<file path="src/rtl/wm8731_i2c_responder.sv">
// wm8731_i2c_responder: write-only I2C target emulating the WM8731 control port and register file.
// Optional macro WM8731_SOFT_RESET_REG_EN: a commit to register 0x0F restores every register default.
module wm8731_i2c_responder #(
    parameter logic [6:0] DEV_ADDR    = 7'h1A,
    parameter int         FILT_CYCLES = 4
) (
    input  logic       CLOCK_50,
    input  logic       RESET,
    input  logic       I2C_SCLK,
    input  logic       I2C_SDAT_IN,
    output logic       SDO,
    output logic       wr_valid,
    output logic [6:0] wr_addr,
    output logic [8:0] wr_data,
    input  logic [3:0] rd_addr,
    output logic [8:0] rd_data,
    output logic       busy
);
    typedef enum logic [2:0] {IDLE, ADDR, ACK_A, BYTE1, ACK_1, BYTE2, ACK_2, IGNORE} state_t;
    localparam int CW = $clog2(FILT_CYCLES + 1);
    localparam logic [8:0] RST_VAL [16] = '{9'h097, 9'h097, 9'h079, 9'h079, 9'h00A, 9'h008,
                                            9'h09F, 9'h00A, 9'h000, 9'h000, 9'h000, 9'h000,
                                            9'h000, 9'h000, 9'h000, 9'h000};

    logic [1:0]    w_raw, r_s1, r_s2, r_f, r_p;
    logic [CW-1:0] r_cnt [2];
    state_t        r_state;
    logic [7:0]    r_shift, r_byte1;
    logic [3:0]    r_bits;
    logic          r_sdo, r_busy, r_wr_valid;
    logic [6:0]    r_wr_addr;
    logic [8:0]    r_wr_data;
    logic [8:0]    r_regs [16];
    logic          w_scl_rise, w_scl_fall, w_start, w_stop, w_commit, w_wimpl, w_rimpl;
    logic [6:0]    w_waddr;
    logic [8:0]    w_wdata;

    // bit 1 carries SCL, bit 0 carries SDA through the synchronizer and filter
    assign w_raw = {I2C_SCLK, I2C_SDAT_IN};

    always_ff @(posedge CLOCK_50 or posedge RESET) begin
        if (RESET) begin
            r_s1     <= '1;
            r_s2     <= '1;
            r_f      <= '1;
            r_p      <= '1;
            r_cnt[0] <= '0;
            r_cnt[1] <= '0;
        end else begin
            r_s1 <= w_raw;
            r_s2 <= r_s1;
            r_p  <= r_f;
            for (int c = 0; c < 2; c++)
                if (r_s2[c] == r_f[c]) r_cnt[c] <= '0;
                else if (r_cnt[c] == CW'(FILT_CYCLES - 1)) begin
                    r_f[c]   <= r_s2[c];
                    r_cnt[c] <= '0;
                end else r_cnt[c] <= r_cnt[c] + 1'b1;
        end
    end

    assign w_scl_rise = r_f[1] & ~r_p[1];
    assign w_scl_fall = ~r_f[1] & r_p[1];
    assign w_start    = r_f[1] & r_p[1] & r_p[0] & ~r_f[0];
    assign w_stop     = r_f[1] & r_p[1] & ~r_p[0] & r_f[0];
    assign w_commit   = (r_state == BYTE2) & w_scl_fall & (r_bits == 4'd8);
    assign w_waddr    = r_byte1[7:1];
    assign w_wdata    = {r_byte1[0], r_shift};
    assign w_wimpl    = (w_waddr <= 7'd9) | (w_waddr == 7'd15);
    assign w_rimpl    = (rd_addr <= 4'd9) | (rd_addr == 4'd15);

    always_ff @(posedge CLOCK_50 or posedge RESET) begin
        if (RESET) begin
            r_state    <= IDLE;
            r_shift    <= '0;
            r_byte1    <= '0;
            r_bits     <= '0;
            r_sdo      <= 1'b1;
            r_busy     <= 1'b0;
            r_wr_valid <= 1'b0;
            r_wr_addr  <= '0;
            r_wr_data  <= '0;
        end else begin
            r_wr_valid <= w_commit;
            if (w_commit) begin
                r_wr_addr <= w_waddr;
                r_wr_data <= w_wdata;
            end
            if (w_start) begin
                r_state <= ADDR;
                r_bits  <= '0;
                r_shift <= '0;
                r_sdo   <= 1'b1;
                r_busy  <= 1'b1;
            end else if (w_stop) begin
                r_state <= IDLE;
                r_sdo   <= 1'b1;
                r_busy  <= 1'b0;
            end else if (w_scl_rise && (r_state == ADDR || r_state == BYTE1 || r_state == BYTE2)) begin
                r_shift <= {r_shift[6:0], r_f[0]};
                r_bits  <= r_bits + 4'd1;
            end else if (w_scl_fall) begin
                // SDO only moves on filtered SCL falling edges so it is stable while SCL is high
                case (r_state)
                    ADDR: if (r_bits == 4'd8) begin
                        r_state <= (r_shift == {DEV_ADDR, 1'b0}) ? ACK_A : IGNORE;
                        r_sdo   <= r_shift != {DEV_ADDR, 1'b0};
                    end
                    ACK_A: begin
                        r_state <= BYTE1;
                        r_sdo   <= 1'b1;
                        r_bits  <= '0;
                    end
                    BYTE1: if (r_bits == 4'd8) begin
                        r_byte1 <= r_shift;
                        r_state <= ACK_1;
                        r_sdo   <= 1'b0;
                    end
                    ACK_1: begin
                        r_state <= BYTE2;
                        r_sdo   <= 1'b1;
                        r_bits  <= '0;
                    end
                    BYTE2: if (r_bits == 4'd8) begin
                        r_state <= ACK_2;
                        r_sdo   <= 1'b0;
                    end
                    ACK_2: begin
                        r_state <= IGNORE;
                        r_sdo   <= 1'b1;
                    end
                    default: ;
                endcase
            end
        end
    end

    always_ff @(posedge CLOCK_50 or posedge RESET) begin
        if (RESET) begin
            for (int i = 0; i < 16; i++) r_regs[i] <= RST_VAL[i];
        end else if (w_commit) begin
`ifdef WM8731_SOFT_RESET_REG_EN
            if (w_waddr == 7'h0F) for (int i = 0; i < 16; i++) r_regs[i] <= RST_VAL[i];
            else if (w_wimpl) r_regs[w_waddr[3:0]] <= w_wdata;
`else
            if (w_wimpl) r_regs[w_waddr[3:0]] <= w_wdata;
`endif
        end
    end

    assign rd_data  = w_rimpl ? r_regs[rd_addr] : 9'h000;
    assign SDO      = r_sdo;
    assign busy     = r_busy;
    assign wr_valid = r_wr_valid;
    assign wr_addr  = r_wr_addr;
    assign wr_data  = r_wr_data;
endmodule

</file>
<file path="config.mk">
export PLATFORM = sky130hd
export DESIGN_NAME = wm8731_i2c_responder
export DESIGN_NICKNAME = d
export VERILOG_FILES = /design/src/rtl/wm8731_i2c_responder.sv
export SDC_FILE = /design/constraint.sdc
export NUM_CORES = 1
export LEC_CHECK = 0
export CORE_MARGIN = 1.5
export CORE_UTILIZATION = 55
export CTS_BUF_LIST = sky130_fd_sc_hd__clkbuf_4 sky130_fd_sc_hd__clkbuf_8
export DETAILED_ROUTE_END_ITERATION = 8
export GPL_TIMING_DRIVEN = 1
export PLACE_DENSITY = 0.72
export SKIP_LAST_GASP = 1
export SLEW_MARGIN = 20
export SYNTH_ARGS = -nofsm -noshare
export SYNTH_HDL_FRONTEND = slang
export SYNTH_SLANG_ARGS = --single-unit
</file>
<file path="constraint.sdc">
create_clock -name CLOCK_50 -period 5.92 [get_ports CLOCK_50]
set_input_delay 1.184 -clock CLOCK_50 [delete_from_list [all_inputs] [get_ports CLOCK_50]]
set_output_delay 1.184 -clock CLOCK_50 [all_outputs]
set_load 0.01 [all_outputs]
</file>
# [After elaboration in Yosys (flattened, before gate mapping)]
# Index checks and enable logic that the tools add are counted.
# W data, S select, Z words.
[classes] add_sub_neg=3 multipliers=0 n_div=0 magnitude_cmp=5 n_eq_ne=21 shift=0 muxes=37 bitwise=22 n_reduce_logical=22
[ops] cell="$bwmux W144" count=1
[ops] cell="$bmux W9 S4" count=1
[ops] cell="$demux W9 S4" count=1
[ops] cell="$mux W3" count=12
[ops] cell="$mux W9" count=4
[ops] cell="$mux W8" count=3
[ops] cell="$mux W4" count=5
[ops] cell="$pmux W3 S6" count=1
[ops] cell="$eq A3 B2 Y1 const B" count=4
[ops] cell="$reduce_and A6 Y1" count=2
[ops] cell="$ge A5 B5 Y1 const B" count=2
[ops] cell="$not A4 Y5" count=2
[ops] cell="$and A1 B1 Y1" count=9
[ops] cell="$eq A3 B3 Y1 const B" count=3
[ops] cell="$not A1 Y1" count=9
[ops] cell="$reduce_bool A3 Y1" count=3
[ops] cell="$eq A4 B4 Y1 const B" count=2
[ops] cell="$eq A8 B6 Y1 const B" count=1
[ops] cell="$mux W1" count=8
[ops] cell="$ne A4 B4 Y1 const B" count=2
[ops] cell="$ne A8 B6 Y1 const B" count=1
[ops] cell="$reduce_and A2 Y1" count=4
[ops] cell="$reduce_bool A8 Y1" count=1
[ops] cell="$eq A7 B4 Y1 const B" count=1
[ops] cell="21 further kinds" count=28
[totals] reg_bits=200 latchBits=0 mem_bits_rw=0 romBits=0 inputBits=8 out_inout_bits=28 word_cells=142 mem_count=0

# [Logic depth before layout (Yosys ltp)]
# Gate-level depths: netlist of run 1.
[logic_depth] ltp_word=8 ltp_mapped=8 ltp_nobuf=6

# [Worst setup path after synthesis of run 1]
# Ideal clock, no wire load.
[synth_path] kind="input-to-output" startpoint="in rd_addr[2]" endpoint="out rd_data[3]" arrival_ns=2.338 required_ns=4.736 path_slack_ns=2.398 path_stages=5 n_path_buf=1 path_cell_list="clkbuf_1 > nor2_1 > a22o_1 > a22oi_1 > o21ai_0"
[synth_between] elab_chain_cells=5 elab_cells_between_ends=8 cone_classes="order compare: 1; eq/ne: 1; mux: 4; bitwise: 2"
[synth_rtl] element="start: declaration" line="15" text="input logic [3:0] rd_addr,"
[synth_rtl] element="$not A4 Y5 (implied by the code)" line="151" text="assign rd_data = w_rimpl ? r_regs[rd_addr] : 9'h000;"
[synth_rtl] element="$bmux W9 S4" line="151"
[synth_rtl] element="$mux W9 (implied by the code) (2 in series)" line="151"
[synth_rtl] element="$mux W9 (*)" line="151"
[synth_rtl] element="end: declaration" line="16" text="output logic [8:0] rd_data,"
# Every way passes the cells marked *; elsewhere a longest branch is shown, timed or not. The select of a mux whose other input is x is not followed.

# [Final worst setup path of run 1]
[layout_path] startpoint="in rd_addr[0]" endpoint="out rd_data[2]"
# Same word-level chain as after synthesis.

==> results of run 1 <==
-- metal layers --
metal | vias to the layer above | share of wire [%] | track usage, %
met3 | 19 | 2.8 | 5.64
met4 | 0 | 1.4 | 7.57
met5 | - | 0 | 0
met1 | 2143 | 47 | 32.2
met2 | 63 | 49 | 37.5
li1 | 1809 | - | -
-- worst register-to-register path, stage by stage, from the launching register on --
cell	delay, ns
dfrtp_1	0.41
inv_1	0.10
ha_1	0.14
and4b_1	0.24
and4_1	0.45
and4_1	0.70
mux2_1	0.38
-- where the power goes --
group	switching, mW	leakage, nW	internal (mW)
sequential	0.106	2.01	1.13
clock	0.386	0.243	0.552
combinational	0.116	1.31	0.101
total	0.609	3.56	1.78
-- final timing paths --
path	slack [ns]	start	endpoint
max in group asynchronous	3.59	RESET	r_regs[114]$_DFFE_PP1P_
min	0.36	r_s1[1]$_DFF_PP1_	r_s2[1]$_DFF_PP1_
max reg2reg	3.39	r_bits[0]$_DFFE_PP0P_	r_regs[80]$_DFFE_PP0P_
min in group asynchronous	1.29	RESET	r_state[0]$_DFFE_PP0P_
min reg2reg	0.36	r_s1[1]$_DFF_PP1_	r_s2[1]$_DFF_PP1_
max	1.16	rd_addr[0]	rd_data[2]
-- kinds of logic after synthesis --
group	share of synthesized area, %
buffers and inverters	2.20
adder cells (fa/ha/maj)	0.727
AND/OR/NAND/NOR	6.91
XOR/XNOR	0.509
flip-flops	57.1
AO/OA/AOI/OAI	6.27
multiplexers	26.3
-- registers in the layout, summed over array words and instances, names as in the netlist --
name      cells
r_regs       99
wr_data       9
r_byte1       8
r_shift       8
wr_addr       7
r_cnt         6
r_bits        4
r_state       3
r_f           2
r_p           2
r_s1          2
r_s2          2
SDO           1
busy          1
wr_valid      1
-- cell usage after synthesis (2+ instances only) --
library cell,n
mux4_2,18
nand3_2,4
nand2_1,7
and2_1,5
nor2_1,11
mux2_1,9
o21ai_0,13
nor3b_1,4
mux2_2,116
buf_2,4
a22o_1,18
clkbuf_1,16
a21oi_1,3
nor3_2,2
nand4b_1,2
inv_1,5
dfrtp_1,115
a22oi_1,18
nand3_1,4
nand2b_1,3
and4_1,4
dfstp_2,40
nor3_4,2
buf_6,2
ha_1,4
nor2b_1,10
xnor2_1,4
nor3_1,4
buf_4,4
-- through the flow --
step                area, sq um  util [%]  hold slack (ns)
global placement           7370      60.9            0.346
global route               7860      64.9            0.361
CTS                        7850      64.8            0.355
floorplan                  6890         -            0.345
detailed placement         7370      60.9            0.347
finish                     7860      64.9            0.358
-- cell type report --
cell class | instances | area, sq um
clock buffers | 22 | 297
repair buffers | 42 | 403
flip-flops and latches | 155 | 3930
inverters | 5 | 26.3
well taps | 168 | 210
multi-input cells | 280 | 2810
fillers | 917 | 4260
clock inverters | 10 | 185
==> metrics, run 1 <==
Core Rows 40; floorplan core area 0.0121 sq mm; final setup fails 0; Clock Latency Late Sink 0.46 ns; slowest CP cell clkdlybuf4s50_1; commonest non-fill, non-tap cells in the layout 116 x mux2_2, 115 x dfrtp_1, 40 x dfstp_2; drc violations 0; largest net degree at the start of global routing 120; Worst Setup End Kind output port; GP Congestion 0.769; synthesis-to-finish area growth 14.1%; CTS root buffer clkbuf_8; I/O pin total 36; CTS tree yes; Routed WL 14000 um; total power 2.39 mW; vias in the first global route 4266; pwr dens 304 mW/mm^2; Detail Route Antenna Nets 0; CTS Hold Buffers Added 0; Seq cells post-synth 155; Clock Path Buffers 2; crit path time final 4.76 ns; Area contributors post-synth dfrtp_1 42%, mux2_2 19%, dfstp_2 15%; register area share after synthesis 57.1%; crit path buf inv count 3; HP Class flop to flop; cell area after synthesis 0.00689 sq mm; post_cts resized 0; ys async rst share 100%; Critical Path Max Stage Delay 0.72 ns; Post-synth EDFFs 0; kind of critical path input port to output port; max-cap violations 0; full die area 0.0132 sq mm; hold depth 0; antenna violations before repair 0; Place WS roughly 1.2 ns; Setup Buffers After CTS 0; clk slew on worst S/H paths 0.08 ns; Crit path max-delay family buffers and inverters; Crit path depth 6; maximum vdd drop 188 uV; die height about 110 um; share of cells above drive strength 1 around 44%; Crit Path Max Fanout 17; Worst Path Arrival 3.57 ns; DRT Pass-1 Iters 4; drt via density a little under 6; share of the synthesized area in the top cell type 41.8%; CP cell instances clkdlybuf4s50_1 > buf_4 > mux4_2 > a22oi_1 > o21ai_0 > clkdlybuf4s50_1; crit path launch type input port; Slew @ Worst Pin 0.968 ns; Worst Clk Skew approximately 0.014 ns; Required @ worst endpoint 4.74 ns; Post-Syn Nets around 480; remaining global-route overflow 0; hpwl dp a little over 9000 um; Syn Inst Count 466; final setup margin 1.16 ns; most common cell after layout, fill and taps aside mux2_2; nets between 500 and 600; RSZ-0062 raised after global routing false; n_diodes 0; Total Routing Usage GR between 20% and 30%; 1st-iter DRT viols 289; Initial Util 56.8%; global-route wire length before repair 23000 um; final-report hold violation count 0; pins over their slew limit 0; Total Neg Setup Slack 0 ns; Critical Path Most Common Cell clkdlybuf4s50_1; Distinct cells, synth 44; Cell Count, Final, Fillers Out 682; Inst Count DP 650; vias post-DR a little over 4k; clock sink count 155; Die Wd 115 um; crit share post-route between 80% and 90%; WL/cell 20.6 um; Pleak 3.56 nW; achievable clock frequency between 200 and 250 MHz; htree depth 4; Num CTS Buffers 17; PortBufs 35; Mapped Avg Cell Area roughly 15 sq um; Top FF cell, synth dfrtp_1; slew margin rel. 35.4%; synth warn 0; cell taking the most area after synthesis dfrtp_1; worst reg-to-reg path cell count 6; outcome complete, no violations
(Power assumes the default switching activity.)
==> inputs of run 2 (changes only) <==
--- a/config.mk
+++ b/config.mk
@@ -10,7 +10,7 @@
 export CTS_BUF_LIST = sky130_fd_sc_hd__clkbuf_4 sky130_fd_sc_hd__clkbuf_8
 export DETAILED_ROUTE_END_ITERATION = 8
 export GPL_TIMING_DRIVEN = 1
-export PLACE_DENSITY = 0.72
+export PLACE_DENSITY = 0.75
 export SKIP_LAST_GASP = 1
 export SLEW_MARGIN = 20
 export SYNTH_ARGS = -nofsm -noshare
==> constraint.sdc (replaced) <==
create_clock -name CLOCK_50 -period 4.2 [get_ports CLOCK_50]
set_input_delay 0.84 -clock CLOCK_50 [delete_from_list [all_inputs] [get_ports CLOCK_50]]
set_output_delay 0.84 -clock CLOCK_50 [all_outputs]
set_load 0.01 [all_outputs]
==> run 2 against run 1 <==
Against the previous run: design area decreased by 0.64%; clock skew decreased by 0.0031 ns; global-route usage increased by 0.61 points; via count increased by 2.1%; routed wire length increased by 1.4%; cell count increased by 0.44%; sequential power increased by 40%.
==> metrics, run 2 (synthesized netlist as in run 1, its figures left out) <==
clk slew on worst S/H paths 0.08 ns; vias post-DR 4118; die height 115 um; full die area 0.0132 sq mm; met2 Track Usage GR a little under two fifths; nets 516; pwr dens slightly above 400 mW/mm^2; CTS tree yes; outcome complete, no violations; met1 usage 33.7%; reg-to-reg startpoint r_bits[0]$_DFFE_PP0P_; final-report hold violation count 0; Initial Util around 57%; total power 3.17 mW; Die Wd 115 um; WL/cell 20.8 um; clock sink count 155; remaining global-route overflow 0; htree depth 4; Core Rows 40; met3 usage roughly 5.2%; max reg flops between 90 and 100; fin area just under 0.008 sq mm; min-delay src r_s1[0]$_DFF_PP1_; hold slack roughly 0.36 ns; floorplan core area 0.0121 sq mm; Total Routing Usage GR 24.1%; CTS Hold Buffers Added 0; CTS root buffer clkbuf_8; largest net degree at the start of global routing 124; Worst Path Arrival approximately 3.1 ns; share of cells above drive strength 1 44.5%; Crit Path Max Fanout 14; slew margin rel. 31.8%; placed cell areas 0.00740 sq mm; register with the most flip-flops r_regs; Detail Route Antenna Nets 0; synthesis-to-finish area growth 13.4%; post_cts resized 0; PortBufs 35; Worst Clk Skew around 0.011 ns; commonest non-fill, non-tap cells in the layout 116 x mux2_2, 115 x dfrtp_1, 40 x dfstp_2; DRT Pass-1 Iters 5; Place WS between 0.15 and 0.2 ns; Pleak 3.54 nW; pins over their slew limit 0; antenna violations before repair 0; GRT busiest layer met2; I/O pin total 36; crit path time final 3.90 ns; RSZ-0062 raised after global routing false; 1st-iter DRT viols between 300 and 400; max-cap violations 0; Num CTS Buffers 17; # fillers 950; vias in the first global route between 4k and 5k; hpwl dp 9130 um; Total Neg Setup Slack 0 ns; GP Congestion about 0.8; Routed WL 14200 um; Clock Path Buffers 2; Setup Buffers After CTS 0; crit share post-route 92.8%; HP Class flop to flop; Worst Setup End Kind output port; achievable clock frequency 257 MHz; kind of critical path input port to output port; crit path launch type input port; Setup crit start rd_addr[2]; Required @ worst endpoint approximately 3.4 ns; Slew @ Worst Pin 1.02 ns; drc violations 0; final setup fails 0; maximum vdd drop 241 uV; final setup margin 0.303 ns; global-route wire length before repair approximately 24000 um; most common cell after layout, fill and taps aside mux2_2; Clock Latency Late Sink 0.44 ns; drt via density 6.01; n_diodes 0
-- run 2: power by group --
part           internal [mW]  leakage (nW)  switching, mW
sequential              1.59          2.01          0.148
combinational          0.146          1.32          0.168
clock                  0.597         0.210          0.519
total                   2.34          3.54          0.835
-- run 2: area by class of cell --
cell class              count  area (sq um)  area share [%]
multi-input cells         280          2810            36.0
flip-flops and latches    155          3930            50.3
repair buffers             45           438            5.61
inverters                   5          22.5           0.289
clock inverters             8          92.6            1.19
clock buffers              24           305            3.91
well taps                 168           210            2.69
-- run 2: path summary, 6_finish.rpt --
path                                            to  slack, ns  cells after the start
hold reg to reg                  r_s2[0]$_DFF_PP1_       0.36                      0
setup reg to reg            wr_data[2]$_DFFE_PP0P_       1.69                      6
setup / recovery                        rd_data[6]       0.30                      8
min in group asynchronous       r_cnt[0]$_DFF_PP0_       0.86                      2
hold / removal                   r_s2[0]$_DFF_PP1_       0.36                      0
max in group asynchronous  r_regs[129]$_DFFE_PP0P_       2.31                      3
-- run 2: per-stage QoR --
stage,std cells,utilization [%]
3_3_place_gp,653,61.1
3_5_place_dp,653,61.1
6_report,685,64.4
2_1_floorplan,466,-
4_1_cts,685,64.4
5_1_grt,685,64.4
-- run 2: worst max-delay path: stages --
cell and delay (ns):
clkdlybuf4s50_1 0.53, buf_4 0.29, and2_1 0.20, buf_4 0.19
a22o_1 0.14, a22oi_1 0.06, o21ai_0 0.23, clkdlybuf4s50_1 0.58
-- run 2: per-layer routing --
layer | share of wire (%) | routed length, um | up-vias
met4 | 1.2 | 172 | 0
met5 | 0 | 0 | -
met1 | 45 | 6420 | 2174
met3 | 4.1 | 587 | 16
li1 | - | - | 1813
met2 | 50 | 7060 | 115
